==> src/rtl/br_pkg.sv <==
// br_pkg: shared widths, requester indices and write-command type
// for the register-bank write arbiter.
package br_pkg;

   localparam int AW = 5;
   localparam int DW = 32;

   localparam int REQ_ALU = 0;
   localparam int REQ_LD  = 1;

   typedef struct packed {
      logic          we;
      logic [AW-1:0] addr;
      logic [DW-1:0] data;
   } wr_cmd_t;

endpackage

==> src/rtl/rr_arb2.sv <==
// rr_arb2: two-way round-robin arbiter with one-hot grant.
// Under contention the requester other than `last` wins.
module rr_arb2 (
   input  logic       clk,
   input  logic       rst_n,
   input  logic [1:0] req,
   output logic [1:0] gnt
);

   logic last;

   always_comb begin
      gnt = 2'b00;
      priority case (1'b1)
         (req[0] && req[1]): gnt = last ? 2'b01 : 2'b10;
         req[0]:             gnt = 2'b01;
         req[1]:             gnt = 2'b10;
         default:            gnt = 2'b00;
      endcase
   end

   // Reset to 1 so requester 0 wins the first contention.
   always_ff @(posedge clk or negedge rst_n) begin
      if (!rst_n) begin
         last <= 1'b1;
      end else if (|gnt) begin
         last <= gnt[1];
      end
   end

endmodule

==> src/rtl/br_write_arbiter.sv <==
// br_write_arbiter: arbitrates ALU/load writebacks into one bank write port
// and tracks pending writes. Macro BR_BYPASS_EN adds write-cycle bypass ports.
module br_write_arbiter
   import br_pkg::*;
#(
   parameter int AW = br_pkg::AW,
   parameter int DW = br_pkg::DW
) (
   input  logic          clk,
   input  logic          rst_n,
   input  logic          v0,
   input  logic [AW-1:0] a0,
   input  logic [DW-1:0] d0,
   input  logic          v1,
   input  logic [AW-1:0] a1,
   input  logic [DW-1:0] d1,
   output logic          rdy0,
   output logic          rdy1,
   input  logic          rsv_v,
   input  logic [AW-1:0] rsv_a,
   input  logic [AW-1:0] DL1,
   input  logic [AW-1:0] DL2,
   output logic          haz1,
   output logic          haz2,
`ifdef BR_BYPASS_EN
   output logic          byp1_hit,
   output logic [DW-1:0] byp1_dat,
   output logic          byp2_hit,
   output logic [DW-1:0] byp2_dat,
`endif
   output logic          WE,
   output logic [AW-1:0] DE,
   output logic [DW-1:0] Dato
);

   localparam int NREG = 1 << AW;

   logic [1:0]      gnt;
   logic            xfer;
   logic [AW-1:0]   wa;
   logic [DW-1:0]   wd;
   logic [NREG-1:0] pending;
   logic [NREG-1:0] pend_nx;

   rr_arb2 u_arb (
      .clk   (clk),
      .rst_n (rst_n),
      .req   ({v1, v0}),
      .gnt   (gnt)
   );

   assign rdy0 = gnt[REQ_ALU];
   assign rdy1 = gnt[REQ_LD];
   assign xfer = |gnt;
   assign wa   = gnt[REQ_LD] ? a1 : a0;
   assign wd   = gnt[REQ_LD] ? d1 : d0;

   // Set after clear: a same-cycle reserve keeps the bit pending.
   always_comb begin
      pend_nx = pending;
      if (xfer) begin
         pend_nx[wa] = 1'b0;
      end
      if (rsv_v) begin
         pend_nx[rsv_a] = 1'b1;
      end
   end

   always_ff @(posedge clk or negedge rst_n) begin
      if (!rst_n) begin
         WE      <= 1'b0;
         DE      <= '0;
         Dato    <= '0;
         pending <= '0;
      end else begin
         WE      <= xfer;
         pending <= pend_nx;
         if (xfer) begin
            DE   <= wa;
            Dato <= wd;
         end
      end
   end

   assign haz1 = pending[DL1];
   assign haz2 = pending[DL2];

`ifdef BR_BYPASS_EN
   assign byp1_hit = WE && (DE == DL1);
   assign byp1_dat = Dato;
   assign byp2_hit = WE && (DE == DL2);
   assign byp2_dat = Dato;
`endif

endmodule

==> config.mk <==
export PLATFORM = sky130hd
export DESIGN_NAME = br_write_arbiter
export DESIGN_NICKNAME = d
export VERILOG_FILES = /design/src/rtl/br_pkg.sv /design/src/rtl/rr_arb2.sv /design/src/rtl/br_write_arbiter.sv
export SDC_FILE = /design/constraint.sdc
export NUM_CORES = 1
export LEC_CHECK = 0
export BUFFER_PORTS_ARGS = -buffer_cell sky130_fd_sc_hd__buf_2
export CORE_MARGIN = 10
export CORE_UTILIZATION = 40
export CTS_CLUSTER_SIZE = 16
export DETAILED_ROUTE_END_ITERATION = 12
export GPL_TIMING_DRIVEN = 0
export PLACE_DENSITY = 0.71
export SLEW_MARGIN = 30
export SYNTH_ARGS = -nofsm -noshare
export SYNTH_HDL_FRONTEND = slang
export SYNTH_SLANG_ARGS = --single-unit
==> constraint.sdc <==
create_clock -name clk -period 2.71 [get_ports clk]
set_input_delay 0.271 -clock clk [delete_from_list [all_inputs] [get_ports clk]]
set_output_delay 0.271 -clock clk [all_outputs]
set_load 0.01 [all_outputs]
==> out/results.ini, run 1 <==
[timing]
max_slew_margin_pct=66.52
drv_slew=0
setup_viol_count_final=0
hold_viol_final=0
max_slew.worst_pin.slew_ns=0.5023
holdWs_ns=0.1270
max_clock_freq_ghz=0.4820
setup_total_negative_slack_ns=0
period_share_pct=76.56
grt_setup_unrepaired=no
finalWorstPathRequiredPeriod_ns=2.075
skew_ns=0.01022

[power_and_ir_drop]
power-per-cell-area_nw_per_um2=636.8
static-leakage-power_nw=2.414
power.ir.vdd_worst_mv=0.2607

[place]
dpl-instance-area_um2=4731
placed_cells_incl_taps=656
placed_wire_length_estimate_after_detailed_placement_mm=9.693
gp_congestion=0.8774
numPortBuffers=133

[worst_setup_path]
crit-reg2reg-launch=u_arb.last
timing.critical_path.from_type=flip-flop
path_max_fanout=10
worst_ep_required_time_ns=2.44
worst_setup_path_type=reg2out
setup.worst_path.start=u_arb.last
cp.arrival_ns=1.80
crit_path_end_kind=primary output

[min_path]
hold_class=in2reg
hp-start=d1[13]

[finish]
syn2layout_area_growth_pct=27.21
nNetsFinal=633
final_layout_size_suffix_gt1_share_pct=32.97
n_fill_cell=856
finalNonFillerCells=672
postLayoutCoreUtil_pct=52.93
seq_area_um2=1778
antenna_cells_inserted=0
finish.instance_area_um2=4937
area_of_the_multi_input_gates_um2=1984

[global_routing]
groute.usage.overall_pct=16.78
grt_remaining_overflow=0
grt_max_degree=38
initial_antenna_violation_count=0
global_route_wire_length_before_repair_mm=19.16
via_count_of_the_first_global_routing_pass=3684

[die]
io-pin-count=136
core_area_um2=9328
row_cnt=35
design.die.area_um2=14040
fp.dieW_um=118.5
floorplan.initialDensity_pct=41.61
chipHeight_um=118.5

[clock_tree]
tritoncts_num_sinks=71
cts.path.max_buffers=2
post_cts_hold_buffer_count=1
cts.reportedPaths.clkPinSlew_ns=0.08
worstSkewPairLatency_ns=0.34
tritoncts=built
cts-root-buf=clkbuf_8
post_cts.repair.setup_buffers=0
cts_resized=0
numCtsBuffers=9
htreeDepth=3

[routing]
route.antenna.remaining_nets=0
router_iterations_before_antenna_repair=4
drt-initial-drc-count=158
drc=0
wl_per_cell_um=18.29
detail_route.vias_per_cell=5.302
postRouteWirelength_mm=12.29
total_number_of_vias=3563

[logic_synthesis]
asyncSetResetFlopFracSynth_pct=100.0
synth.distinct_cells=40
synth.ff_latch_count=71
dominantRegCellSynth=dfrtp_1
post_synth_instance_area_um2=3881
syn_area_per_cell_um2=9.876
synth-seq-area-share_pct=45.81
post_synth_edffs=0
cell_count_after_synthesis=393
yosysWarningCount=0
synth.net_count=487

[run]
max_capacitance_violation_total=0

[run_status]
outcome=finished, final reports clean

## Yosys cell counts (2+ instances only)
| library cell | instances | share of area (%) |
|---|---|---|
| a211oi_1 | 2 | 0.39 |
| clkbuf_1 | 3 | 0.29 |
| a22oi_2 | 2 | 0.64 |
| a21oi_1 | 11 | 1.4 |
| nand4b_1 | 2 | 0.45 |
| and2_1 | 3 | 0.48 |
| nand3b_1 | 5 | 0.97 |
| nand3_1 | 6 | 0.77 |
| nor2_1 | 12 | 1.2 |
| mux2i_1 | 71 | 18 |
| and3_1 | 2 | 0.32 |
| or3b_2 | 3 | 0.68 |
| nor2b_1 | 4 | 0.64 |
| dfrtp_1 | 70 | 45 |
| a311o_1 | 2 | 0.52 |
| nand2b_1 | 5 | 0.81 |
| a22oi_1 | 8 | 1.5 |
| o21ai_1 | 23 | 3.0 |
| o21ai_0 | 74 | 9.5 |
| buf_4 | 6 | 1.2 |
| nand2_1 | 51 | 4.9 |
| inv_1 | 5 | 0.48 |
| nand2b_4 | 2 | 0.71 |
| buf_2 | 5 | 0.64 |
## per-stage QoR
step / worst slack, ns / power, mW
finish: 0.6352 / 3.144
global route: 0.5437 / 3.332
CTS: 0.6150 / 3.162
detailed placement: 0.7912 / 2.318
global placement: 0.8335 / 2.273
floorplan: 1.075 / 1.923
## worst paths after layout
| path | cells after the start | to | slack [ns] |
|---|---|---|---|
| hold / removal | 3 | Dato[13] | 0.13 |
| hold reg to reg | 2 | DE[2] | 0.53 |
| max in group asynchronous | 3 | pending[18] | 1.67 |
| min in group asynchronous | 2 | Dato[22] | 0.47 |
| setup reg to reg | 5 | pending[22] | 0.90 |
| setup / recovery | 5 | rdy1 | 0.64 |
## cells by family after synthesis
logic type | share of synthesized area (%)
flops | 45.81
compound gates | 19.60
simple gates | 13.22
buf+inv | 3.062
mux | 18.31
## metal layers
metal  vias to the layer above  global-route usage [%]  part of all wire, %
met4                         0                   6.565                  2.0
met5                         -                       0                    0
met3                        19                   2.951                  4.9
met1                      1723                   20.15                   42
met2                       112                   29.14                   51
li1                       1709                       -                    -
## placed cells by master, fill, tap and decap left out, types with 2 or more instances in the layout
master	instances
o21ai_1	23
nand3b_1	5
a211oi_1	2
inv_1	5
clkbuf_1	3
nand3_1	6
clkbuf_8	10
a22oi_2	2
nand4b_1	2
buf_4	7
mux2i_1	71
nand2_1	51
o21ai_0	74
and2_1	3
and3_1	2
or3b_2	3
buf_2	137
nand2b_1	5
dfrtp_1	70
a21oi_1	11
a22oi_1	8
nand2b_4	2
a311o_1	2
nor2b_1	4
clkinvlp_4	2
nor2_1	12
## report_power, final
group	total [mW]	internal, mW	switching (mW)
registers	1.46	1.28	0.177
clock network	0.843	0.445	0.397
logic	0.841	0.373	0.468
## critical path, cell delays in order (launching register included)
cell and delay [ns]:
dfstp_2 0.41, a21boi_4 0.29, buf_6 0.19, buf_4 0.19, buf_2 0.22, buf_2 0.17
## state kept, by name (all words and copies together) (netlist names)
register	count
DE	5
pending	32
Dato	32
WE	1
u_arb.last	1
## area by class of cell
type	instances	share of cell area [%]
clock inverter	5	1.191
tap	129	3.269
multi-input combinational	300	40.19
inverter	6	0.4562
timing repair buffer	135	14.14
sequential	71	36.01
clock buffer	10	2.788
buffer	16	1.951
Power figures use the tool's default switching activity.
==> run 2: changes to the inputs <==
--- a/config.mk
+++ b/config.mk
@@ -11,7 +11,7 @@
 export CTS_CLUSTER_SIZE = 16
 export DETAILED_ROUTE_END_ITERATION = 12
 export GPL_TIMING_DRIVEN = 0
-export PLACE_DENSITY = 0.71
+export PLACE_DENSITY = 0.74
 export SLEW_MARGIN = 30
 export SYNTH_ARGS = -nofsm -noshare
 export SYNTH_HDL_FRONTEND = slang
==> constraint.sdc (replaced) <==
create_clock -name clk -period 1.78 [get_ports clk]
set_input_delay 0.178 -clock clk [delete_from_list [all_inputs] [get_ports clk]]
set_output_delay 0.178 -clock clk [all_outputs]
set_load 0.01 [all_outputs]
==> out/results.ini, run 2 (synthesis gave the netlist of run 1 again) <==
[worst_setup_path]
ff2ff_path_depth=7  ; was 5
timing.critical_path.from_type=flip-flop  ; unchanged
path_max_fanout=3  ; was 10
worst_setup_path_type=reg2out  ; unchanged
worst_r2r_endpoint=pending[7]  ; was pending[22]
cp.arrival_ns=1.70  ; was 1.80 ns
setup.worst_path.start=pending[11]  ; was u_arb.last
setup_slack_of_the_most_critical_reg_to_reg_path_ns=0.04  ; was 0.90 ns
endpoint_of_the_most_critical_setup_path=haz2  ; was rdy1
crit_path_end_kind=primary output  ; unchanged
worst_ep_required_time_ns=1.60  ; was 2.44 ns
crit-reg2reg-launch=u_arb.last  ; unchanged

[power_and_ir_drop]
static-leakage-power_nw=2.492  ; was 2.414 nW
power-per-cell-area_nw_per_um2=1016  ; was 636.8 nW/um^2
power.ir.vdd_worst_mv=0.5125  ; was 0.2607 mV
design_power_total_mw=5.218  ; was 3.144 mW

[die]
fp.dieW_um=118.5  ; unchanged
floorplan.initialDensity_pct=41.61  ; unchanged
chipHeight_um=118.5  ; unchanged
row_cnt=35  ; unchanged
core_area_um2=9328  ; unchanged
io-pin-count=136  ; unchanged
design.die.area_um2=14040  ; unchanged

[timing]
skew_ns=0.01272  ; was 0.01022 ns
setup_total_negative_slack_ns=-0.1544  ; was 0 ns
grt_setup_unrepaired=yes  ; was no
max_clock_freq_ghz=0.5316
final_critical_path_setup_slack_ns=-0.1013  ; was 0.6352 ns
finalWorstPathRequiredPeriod_ns=1.881
max_slew_margin_pct=70.00  ; was 66.52%
setup_viol_count_final=2  ; was 0
max_slew.worst_pin.slew_ns=0.4499  ; was 0.5023 ns
drv_slew=0  ; unchanged
hold_viol_final=0  ; unchanged
period_share_pct=105.7

[finish]
most_common_library_cell_in_the_layout_ignoring_fill_and_taps=buf_2  ; unchanged
syn2layout_area_growth_pct=32.27  ; was 27.21%
final_layout_size_suffix_gt1_share_pct=35.57  ; was 32.97%
area_of_the_multi_input_gates_um2=2051  ; was 1984 um^2
layout.cells.most_common_list=137 x buf_2, 73 x o21ai_0, 70 x dfrtp_1  ; was 137 x buf_2, 74 x o21ai_0, 71 x mux2i_1
finish.instance_area_um2=5134  ; was 4937 um^2
seq_area_um2=1778  ; unchanged
postLayoutCoreUtil_pct=55.04  ; was 52.93%
largestRegisters=Dato (32), pending (32), DE (5)  ; unchanged
n_fill_cell=832  ; was 856
antenna_cells_inserted=0  ; unchanged
nNetsFinal=640  ; was 633

[min_path]
hp-start=d1[9]  ; was d1[13]
hold_class=in2reg  ; unchanged

[clock_tree]
htreeDepth=3  ; unchanged
tritoncts=built  ; unchanged
cts-root-buf=clkbuf_8  ; unchanged
numCtsBuffers=9  ; unchanged
tritoncts_num_sinks=71  ; unchanged
cts.reportedPaths.clkPinSlew_ns=0.09  ; was 0.08 ns
worstSkewPairLatency_ns=0.34  ; about the same
cts.path.max_buffers=2  ; unchanged

[routing]
postRouteWirelength_mm=12.56  ; was 12.29 mm
wl_per_cell_um=18.47  ; was 18.29 um
total_number_of_vias=3662  ; was 3563
router_iterations_before_antenna_repair=5  ; was 4
drc=0  ; unchanged
drt-initial-drc-count=264  ; was 158
route.antenna.remaining_nets=0  ; unchanged
detail_route.vias_per_cell=5.385  ; was 5.302

[place]
numPortBuffers=133  ; unchanged
gp_congestion=0.9154  ; was 0.8774
placement.setup.worst_slack_ns=0.01060  ; was 0.7912 ns
dpl-instance-area_um2=4738  ; was 4731 um^2
placed_wire_length_estimate_after_detailed_placement_mm=9.670  ; was 9.693 mm

[run_status]
violations_in_the_final_reports=negative setup slack
outcome=finished with violations  ; was finished, final reports clean

[global_routing]
grt_remaining_overflow=0  ; unchanged
initial_antenna_violation_count=0  ; unchanged
grt_max_degree=53  ; was 38
via_count_of_the_first_global_routing_pass=3726  ; was 3684
global_route_wire_length_before_repair_mm=19.91  ; was 19.16 mm
groute.usage.overall_pct=17.37  ; was 16.78%

[run]
max_capacitance_violation_total=0  ; unchanged

## run 2: cell count changes in the layout (fill, tap and decap cells not counted), sizes merged
cell,previous run,this run
buf,147,154
bufinv,1,3
clkbuf,13,14
clkinvlp,2,0
## run 2: layer usage
metal	track usage, %	wire length [um]	part of all wire, %
met4	5.420	186	1.5
met3	4.807	859	6.8
met2	29.42	6497	52
met5	0	0	0
met1	20.94	5018	40
## run 2: worst min path at each step
stage                     slack (ns)  endpoint  depth (start not counted)
after floorplan                -0.12     DE[0]                          0
after global placement          0.38   Dato[9]                          3
after detailed placement        0.08  Dato[25]                          1
after CTS                       0.01   Dato[9]                          3
after global routing            0.01   Dato[5]                          3
final                           0.02   Dato[9]                          3
## run 2: worst max-delay path, stage by stage (launching register included)
cell	delay, ns
dfrtp_1	0.42
mux2i_1	0.22
a22oi_1	0.13
nand3_1	0.13
nand2_1	0.06
a311o_1	0.26
buf_2	0.14
## run 2: cell type report
class,count,area share [%]
multi-input cells,300,39.95
flip-flops and latches,71,34.63
repair buffers,143,15.01
well taps,129,3.144
clock buffers,11,2.949
clock inverters,5,2.023
plain buffers,15,1.852
inverters,6,0.4387
## run 2: report_power, final
| group | internal (mW) | switching (mW) |
|---|---|---|
| sequential | 1.95 | 0.271 |
| clock | 1.01 | 0.631 |
| combinational | 0.617 | 0.735 |
| total | 3.58 | 1.64 |
## run 2: timing repair
action,4_1_cts,5_1_grt
gates resized for setup,7,12
hold buffers,1,0
buffers inserted,7,0
cloned,0,1
setup endpoints to repair,5,25
pin swaps,16,7
hold endpoints to repair,19,0
## run 2: through the flow
step | hold slack, ns | std cells
2_1_floorplan | -0.1176 | 393
3_3_place_gp | 0.3828 | 655
3_5_place_dp | 0.08370 | 656
4_1_cts | 0.01456 | 680
5_1_grt | 0.01216 | 680
6_report | 0.02343 | 680
